## src/rtl/hps_handshake_pkg.sv

```systemverilog
// rtl/hps_handshake_pkg.sv - shared constants and state type for the HPS handshake responder
package hps_handshake_pkg;

    typedef enum logic [2:0] {
        ST_IDLE = 3'd0,
        ST_QUAL = 3'd1,
        ST_CMD  = 3'd2,
        ST_RESP = 3'd3,
        ST_ACK  = 3'd4
    } hs_state_t;

    localparam int REQ_BIT = 16;
    localparam int ACK_BIT = 16;
    localparam logic [15:0] TIMEOUT_CODE = 16'hDEAD;
    localparam int DEFAULT_TIMEOUT_CYCLES = 1024;

endpackage

```

## src/rtl/hps_handshake_sync.sv

```systemverilog
// rtl/hps_handshake_sync.sv - two-flop synchronizer for the HPS PIO output bus
module hps_handshake_sync #(
    parameter int WIDTH = 1
) (
    input  logic             clk,
    input  logic             reset,
    input  logic [WIDTH-1:0] d,
    output logic [WIDTH-1:0] q
);

    logic [WIDTH-1:0] stage1;
    logic [WIDTH-1:0] stage2;

    // Two back-to-back flops; only the second stage is used downstream.
    always_ff @(posedge clk) begin
        if (reset) begin
            stage1 <= '0;
            stage2 <= '0;
        end else begin
            stage1 <= d;
            stage2 <= stage1;
        end
    end

    assign q = stage2;

endmodule

```

## src/rtl/hps_handshake_responder.sv

```systemverilog
// rtl/hps_handshake_responder.sv - 4-phase HPS PIO handshake bridged to a command/response fabric port
module hps_handshake_responder
    import hps_handshake_pkg::*;
#(
    parameter int DATA_WIDTH     = 16,
    parameter int TIMEOUT_CYCLES = DEFAULT_TIMEOUT_CYCLES
) (
    input  logic                  clk,
    input  logic                  reset,
    input  logic [DATA_WIDTH:0]   hs_out_port,
    output logic [DATA_WIDTH:0]   hs_in_port,
    output logic [DATA_WIDTH-1:0] cmd_data,
    output logic                  cmd_valid,
    input  logic                  cmd_ready,
    input  logic [DATA_WIDTH-1:0] rsp_data,
    input  logic                  rsp_valid,
    output logic                  rsp_ready,
    output logic                  busy,
    output logic                  abort_pulse,
    output logic                  timeout_err
);

    // Timer counts 0 .. TIMEOUT_CYCLES-1; the expiry fires on the cycle it sits at the last value.
    localparam int TW = (TIMEOUT_CYCLES > 1) ? $clog2(TIMEOUT_CYCLES) : 1;
    localparam bit TIMEOUT_EN = (TIMEOUT_CYCLES != 0);
    localparam logic [TW-1:0] TIMER_LAST = TW'(TIMEOUT_CYCLES - 1);

    logic [DATA_WIDTH:0]   sync_q;
    logic                  req_s;
    logic [DATA_WIDTH-1:0] data_s;
    hs_state_t             state;
    logic [TW-1:0]         timer;
    logic                  ack;
    logic [DATA_WIDTH-1:0] rsp_word;
    logic                  timeout_hit;

    hps_handshake_sync #(
        .WIDTH(DATA_WIDTH + 1)
    ) u_sync (
        .clk   (clk),
        .reset (reset),
        .d     (hs_out_port),
        .q     (sync_q)
    );

    assign req_s       = sync_q[DATA_WIDTH];
    assign data_s      = sync_q[DATA_WIDTH-1:0];
    assign timeout_hit = TIMEOUT_EN && (timer == TIMER_LAST);
    assign hs_in_port  = {ack, rsp_word};

    // Handshake FSM; every output is a flop updated alongside the state.
    always_ff @(posedge clk) begin
        if (reset) begin
            state       <= ST_IDLE;
            timer       <= '0;
            cmd_data    <= '0;
            cmd_valid   <= 1'b0;
            rsp_ready   <= 1'b0;
            busy        <= 1'b0;
            abort_pulse <= 1'b0;
            timeout_err <= 1'b0;
            ack         <= 1'b0;
            rsp_word    <= '0;
        end else begin
            abort_pulse <= 1'b0;
            case (state)
                ST_IDLE: begin
                    if (req_s) begin
                        state <= ST_QUAL;
                        busy  <= 1'b1;
                    end
                end
                ST_QUAL: begin
                    // A req that does not survive one more cycle is a glitch, not an abort.
                    if (req_s) begin
                        cmd_data    <= data_s;
                        cmd_valid   <= 1'b1;
                        timeout_err <= 1'b0;
                        timer       <= '0;
                        state       <= ST_CMD;
                    end else begin
                        busy  <= 1'b0;
                        state <= ST_IDLE;
                    end
                end
                ST_CMD: begin
                    if (!req_s) begin
                        abort_pulse <= 1'b1;
                        cmd_valid   <= 1'b0;
                        busy        <= 1'b0;
                        state       <= ST_IDLE;
                    end else if (cmd_ready) begin
                        cmd_valid <= 1'b0;
                        rsp_ready <= 1'b1;
                        timer     <= timer + TW'(1);
                        state     <= ST_RESP;
                    end else if (timeout_hit) begin
                        rsp_word    <= DATA_WIDTH'(TIMEOUT_CODE);
                        ack         <= 1'b1;
                        timeout_err <= 1'b1;
                        cmd_valid   <= 1'b0;
                        state       <= ST_ACK;
                    end else begin
                        timer <= timer + TW'(1);
                    end
                end
                ST_RESP: begin
                    if (!req_s) begin
                        abort_pulse <= 1'b1;
                        rsp_ready   <= 1'b0;
                        busy        <= 1'b0;
                        state       <= ST_IDLE;
                    end else if (rsp_valid) begin
                        rsp_word  <= rsp_data;
                        ack       <= 1'b1;
                        rsp_ready <= 1'b0;
                        state     <= ST_ACK;
                    end else if (timeout_hit) begin
                        rsp_word    <= DATA_WIDTH'(TIMEOUT_CODE);
                        ack         <= 1'b1;
                        timeout_err <= 1'b1;
                        rsp_ready   <= 1'b0;
                        state       <= ST_ACK;
                    end else begin
                        timer <= timer + TW'(1);
                    end
                end
                ST_ACK: begin
                    // Response word is left in place after ack drops.
                    if (!req_s) begin
                        ack   <= 1'b0;
                        busy  <= 1'b0;
                        state <= ST_IDLE;
                    end
                end
                default: begin
                    state <= ST_IDLE;
                end
            endcase
        end
    end

endmodule

```

## config.mk

```make
export PLATFORM = sky130hd
export DESIGN_NAME = hps_handshake_responder
export DESIGN_NICKNAME = d
export VERILOG_FILES = /design/src/rtl/hps_handshake_pkg.sv /design/src/rtl/hps_handshake_sync.sv /design/src/rtl/hps_handshake_responder.sv
export SDC_FILE = /design/constraint.sdc
export NUM_CORES = 1
export LEC_CHECK = 0
export CORE_UTILIZATION = 36
export CTS_BUF_LIST = sky130_fd_sc_hd__clkbuf_4 sky130_fd_sc_hd__clkbuf_8 sky130_fd_sc_hd__clkbuf_16
export DETAILED_ROUTE_END_ITERATION = 10
export HOLD_SLACK_MARGIN = 0.03
export PLACE_DENSITY = 0.72
export SLEW_MARGIN = 10
export SYNTH_ARGS = -nofsm -noshare
export SYNTH_HDL_FRONTEND = slang
export SYNTH_HIERARCHICAL = 1
export SYNTH_SLANG_ARGS = --single-unit
```

## constraint.sdc

```tcl
create_clock -name clk -period 2.37 [get_ports clk]
set_clock_uncertainty 0.1 [all_clocks]
set_input_delay 0.3555 -clock clk [delete_from_list [all_inputs] [get_ports clk]]
set_output_delay 0.3555 -clock clk [all_outputs]
set_load 0.02 [all_outputs]
```

# == Word-level counts from Yosys, hierarchy flattened ==
# Index checks and enable logic that the tools add are counted.
# totals
wordCells,96
inputBits,37
register_bits,85
# classes
n_reduce_logical,18
muxes,48
addsub,1
eq_ne,16
bitwise_logic,1
# ops
operator,n
$mux W16,5
$mux W10,6
$pmux W16 S2,1
$pmux W10 S3,1
$mux W1,21
$mux W3,7
$pmux W3 S5,1
$add A10 B1 Y10 const B,1
$eq A10 B10 Y1 const B,1
$ne A2 B2 Y1 const B,5
$reduce_and A5 Y1,2
$ne A2 B1 Y1 const B,4
$ne A4 B4 Y1 const B,2
$reduce_and A4 Y1,2
$eq A3 B2 Y1 const B,2
$pmux W1 S2,3
$pmux W1 S3,2
$reduce_and A3 Y1,2
$reduce_and A6 Y1,1
$reduce_bool A2 Y1,3
$reduce_bool A3 Y1,2
$reduce_and A2 Y1,2
$reduce_or A2 Y1,2
$reduce_or A4 Y1,1
5 further kinds,5

# == Depth between registers and ports, before layout ==
# depth
ltp_word,5
mapped_depth,7

# == By module ==
# Netlist, hierarchy kept.
# modules_own_cells
module,instances,area_each_um2,seq_area_each_um2,cells_each
hps_handshake_responder,1,2193.4,1021.0,261
hps_handshake_sync,1,937.1,680.7,71

# == Worst setup path before layout ==
# OpenSTA, ideal clock, no wires.
# synth_path
path_type,register -> register
from,register timer[0]
to,register rsp_word[13]
stages_incl_launch_ff,7
path_slack_ps,685
t_arrival_ps,1458
path_buffers,0
required_ps,2142
synth_period_minus_slack_ps,1685
cell_sequence,dfxtp_1 > ha_1 > and4_1 > nand3_4 > a21o_1 > a22oi_1 > nor2_1
# synth_via
elab_chain_cells,5
elab_cells_between_ends,7
cone_classes,eq/ne (1); mux (6)
# synth_lines
item,line_no,source
"start, declared",hps_handshake_responder.sv:32,logic [TW-1:0] timer;
"start signal, assigned",hps_handshake_responder.sv:95,timer <= timer + TW'(1);
"start signal, assigned",hps_handshake_responder.sv:104,timer <= timer + TW'(1);
"start signal, assigned",hps_handshake_responder.sv:125,timer <= timer + TW'(1);
$eq A10 B10 Y1 (*),hps_handshake_responder.sv:48,assign timeout_hit = TIMEOUT_EN && (timer == TIMER_LAST);
$mux W16 (*),--,
"$mux W16, on equally long branches (2 in series)",--,
$pmux W16 S2 (*),--,
"end signal, assigned",hps_handshake_responder.sv:98,rsp_word <= DATA_WIDTH'(TIMEOUT_CODE);
"end signal, assigned",hps_handshake_responder.sv:114,rsp_word <= rsp_data;
"end signal, assigned",hps_handshake_responder.sv:119,rsp_word <= DATA_WIDTH'(TIMEOUT_CODE);
"end, declared",hps_handshake_responder.sv:34,logic [DATA_WIDTH-1:0] rsp_word;
# Mark *: on every way between the ends. The rest lies on a longest branch, timed or not. The select of a mux whose other input is x is not followed.
# A chain may end at the register's enable or synchronous reset.

# == Worst setup path in the final report ==
# layout_path
from,register timer[0]
to,register ack
# layout_via
elab_chain_cells,5
elab_cells_between_ends,7
cone_classes,eq/ne (1); mux (6)
# layout_lines
item,line_no,source
$eq A10 B10 Y1 (*),hps_handshake_responder.sv:48,
$mux W1 (*),--,
"$mux W1, on equally long branches (2 in series)",--,
$pmux W1 S3 (*),--,
"end signal, assigned",hps_handshake_responder.sv:62,ack <= 1'b0;
"end signal, assigned",hps_handshake_responder.sv:99,ack <= 1'b1;
"end signal, assigned",hps_handshake_responder.sv:115,ack <= 1'b1;
"end, declared",hps_handshake_responder.sv:33,logic ack;
# Marks and branches as above.

==> summary.md <==
| Metric | Value |
|---|---|
| Status | `complete, no violations` |
| Layout cells sized above 1 | `0.1081` |
| Largest stage delay, worst path | `0.39 ns` |
| DP HPWL | `4315 µm` |
| Most frequent cell after synthesis | `dfxtp_1` |
| DIE AREA | `9073 µm²` |
| Dpl cells | `496` |
| Final hold vios | `0` |
| Clk sinks | `85` |
| WL per Instance | `12.38 µm` |
| Core area | `8299 µm²` |
| Cts bufs inserted | `9` |
| Post-synth EDFFs | `0` |
| Post-CTS resize count | `0` |
| Share of the clock period used by the worst path | `0.8407` |
| WP data required | `2.53 ns` |
| Rows | `33` |
| Root buffer cell | `clkbuf_8` |
| Worst setup EP type | `register` |
| VDD IR max | `0.3653 mV` |
| Critical-path cell list | `ha_1 > and4_1 > nand3_4 > a21oi_4 > nor2_1 > a311oi_1` |
| Clock latency on the worst-skew pair | `0.35 ns` |
| Crit path time final | `1.992 ns` |
| Sequential area share after synthesis | `0.5436` |
| CTS H-tree lvls | `3` |
| Setup repair after global routing missed its margin | `no` |
| Clock Path Buffers | `2` |
| Post-synth top area cell | `dfxtp_1` |
| Cts hold-fix bufs | `0` |
| Synth Warn # | `6` |
| Filler cells | `762` |
| Mapped cell area | `3131 µm²` |
| Layout area overhead | `31.69%` |
| Final setup violating endpoints | `0` |
| Initial antenna violation count | `0` |
| Setup Fix Bufs, Post-CTS | `0` |
| Max Cap Violations | `0` |
| Global-route wire length before repair | `10140 µm` |
| Reg clk slew, reported paths | `0.09 ns` |
| Synth top area cells | `dfxtp_1 54%, nor2b_1 6.4%, nand2_1 5.4%` |
| CP arrival | `2.15 ns` |
| Largest net degree at the start of global routing | `68` |
| Highest-delay cell along the critical path | `dfxtp_1` |
| Post-route ant nets | `0` |
| Drt total wl | `6339 µm` |
| Antenna Cells | `0` |
| Yosys top cell area share | `0.5436` |
| Pleak | `1.410 nW` |
| Netlist cell types | `46` |
| First-iteration detailed-routing DRC count | `104` |
| Utilization after layout | `0.4968` |
| Post-synthesis net count | `370` |
| FFs w/ async S/R, synth | `0` |
| Syn Area/Cell | `9.429 µm²` |
| CTS tree | `yes` |
| Pwr dens | `637.8 nW/µm²` |
| Max-slew violations | `0` |
| DRT Pass-1 Iters | `4` |
| Fmax | `0.5019 GHz` |
| Post-Place Setup Slack | `0.2744 ns` |
| Relative slew margins | `0.5631` |
| I/O pin total | `75` |
| CP max FO | `12` |
| DIE WIDTH | `95.25 µm` |
| Reg area | `1702 µm²` |
| Vias per cell | `4.816` |
| Tot GR Track Use | `0.1466` |
| Die Y | `95.25 µm` |
| GPL Wtd Cong | `0.7966` |
| Post-synth top cells | `85 x dfxtp_1, 45 x nand2_1, 40 x nor2_1, 32 x nor2b_1, 23 x a21oi_1` |
| CP startpoint kind | `register` |
| Total Neg Setup Slack | `0 ns` |
| DRC violations left | `0` |
| Starting Density | `0.3772` |
| Multi-input logic area | `1299 µm²` |
| Vias | `2466` |
| Cell Count, Final, Fillers Out | `512` |
| Worst Max-Slew Pin Slew | `0.6553 ns` |
| Hold Crit Class | `register to register` |
| Port bufs | `74` |
| Syn Inst Count | `332` |
| Vias in the first global route | `2181` |
| Setup ws final | `0.3776 ns` |
| Final Net Count | `440` |
| Crit Path Category | `register to register` |
| GRT overflow | `0` |
| Main flop type after synthesis | `dfxtp_1` |
| Flops & latches, synth | `85` |
## per-layer routing
layer	up-vias	share of wire	track usage
met2	73	0.48	0.2351
met5	-	0	0
met4	0	0.016	0.05303
li1	1252	-	-
met1	1132	0.45	0.1834
met3	9	0.048	0.04705
## where the power goes
group | switching (W) | leakage (nW) | total, W | internal, W
logic | 0.0000523 | 0.625 | 0.000130 | 0.0000780
registers | 0.00000771 | 0.692 | 0.00146 | 0.00146
clock network | 0.000530 | 0.0929 | 0.00104 | 0.000506
## cells in the final DEF, fill, tap and decap left out, drive strengths merged, types with 3 or more instances in the layout
master         count
a22oi              5
nand3             10
clkbuf            10
o31ai              3
nand2             45
inv                7
nor3              19
and2b              4
nor2b             32
or3                3
o21ai              7
clkinvlp           3
buf                4
clkdlybuf4s50     73
a31oi              4
dfxtp             85
nor2              41
a21oi             24
nand2b             5
## path summary, 6_finish.rpt
check                                                end  slack [ns]                    from  depth (start not counted)
worst min-delay path            cmd_data[3]$_SDFFE_PP0P_        0.34  u_sync/q[3]$_SDFF_PP0_                          2
worst max register to register          ack$_SDFFE_PP0P_        0.38   timer[0]$_SDFFE_PP0P_                          6
worst max-delay path                    ack$_SDFFE_PP0P_        0.38   timer[0]$_SDFFE_PP0P_                          6
worst min register to register  cmd_data[3]$_SDFFE_PP0P_        0.34  u_sync/q[3]$_SDFF_PP0_                          2
## kinds of logic after synthesis
kind of cell | Yosys count | synth area share
simple gates | 167 | 0.2938
mux | 1 | 0.003198
flops | 85 | 0.5436
xor+xnor | 2 | 0.005597
fa+ha+maj | 1 | 0.003996
compound gates | 53 | 0.1083
buf+inv | 23 | 0.04157
## stage by stage
stage | power [W] | cell area [µm²] | hold slack, ns
2_1_floorplan | 0.001554 | 3131 | 0.3138
3_3_place_gp | 0.001626 | 3921 | 0.3165
3_5_place_dp | 0.001628 | 3921 | 0.3212
4_1_cts | 0.002654 | 4123 | 0.3400
5_1_grt | 0.002739 | 4123 | 0.3527
6_report | 0.002630 | 4123 | 0.3363
## state kept, by name (all words and copies together), names as in the netlist
register	count
abort_pulse	1
ack	1
busy	1
cmd_data	16
cmd_valid	1
rsp_ready	1
rsp_word	16
state	3
timeout_err	1
timer	10
u_sync/q	17
u_sync/stage1	17
## cell type report
type / instances / area share
tap: 105 / 0.03187
sequential: 85 / 0.4127
inverter: 5 / 0.004552
multi-input combinational: 224 / 0.3150
timing repair buffer: 77 / 0.1870
clock inverter: 6 / 0.01700
clock buffer: 10 / 0.03187
## critical path, delay by kind of cell (launching register included)
family,cells,cell delay (ns)
DFF,1,0.39
adders and majority gates,1,0.26
AOI/OAI and AO/OA,2,0.60
and+or+nand+nor,3,0.55
Note: power is estimated with default switching activity, not from simulation.
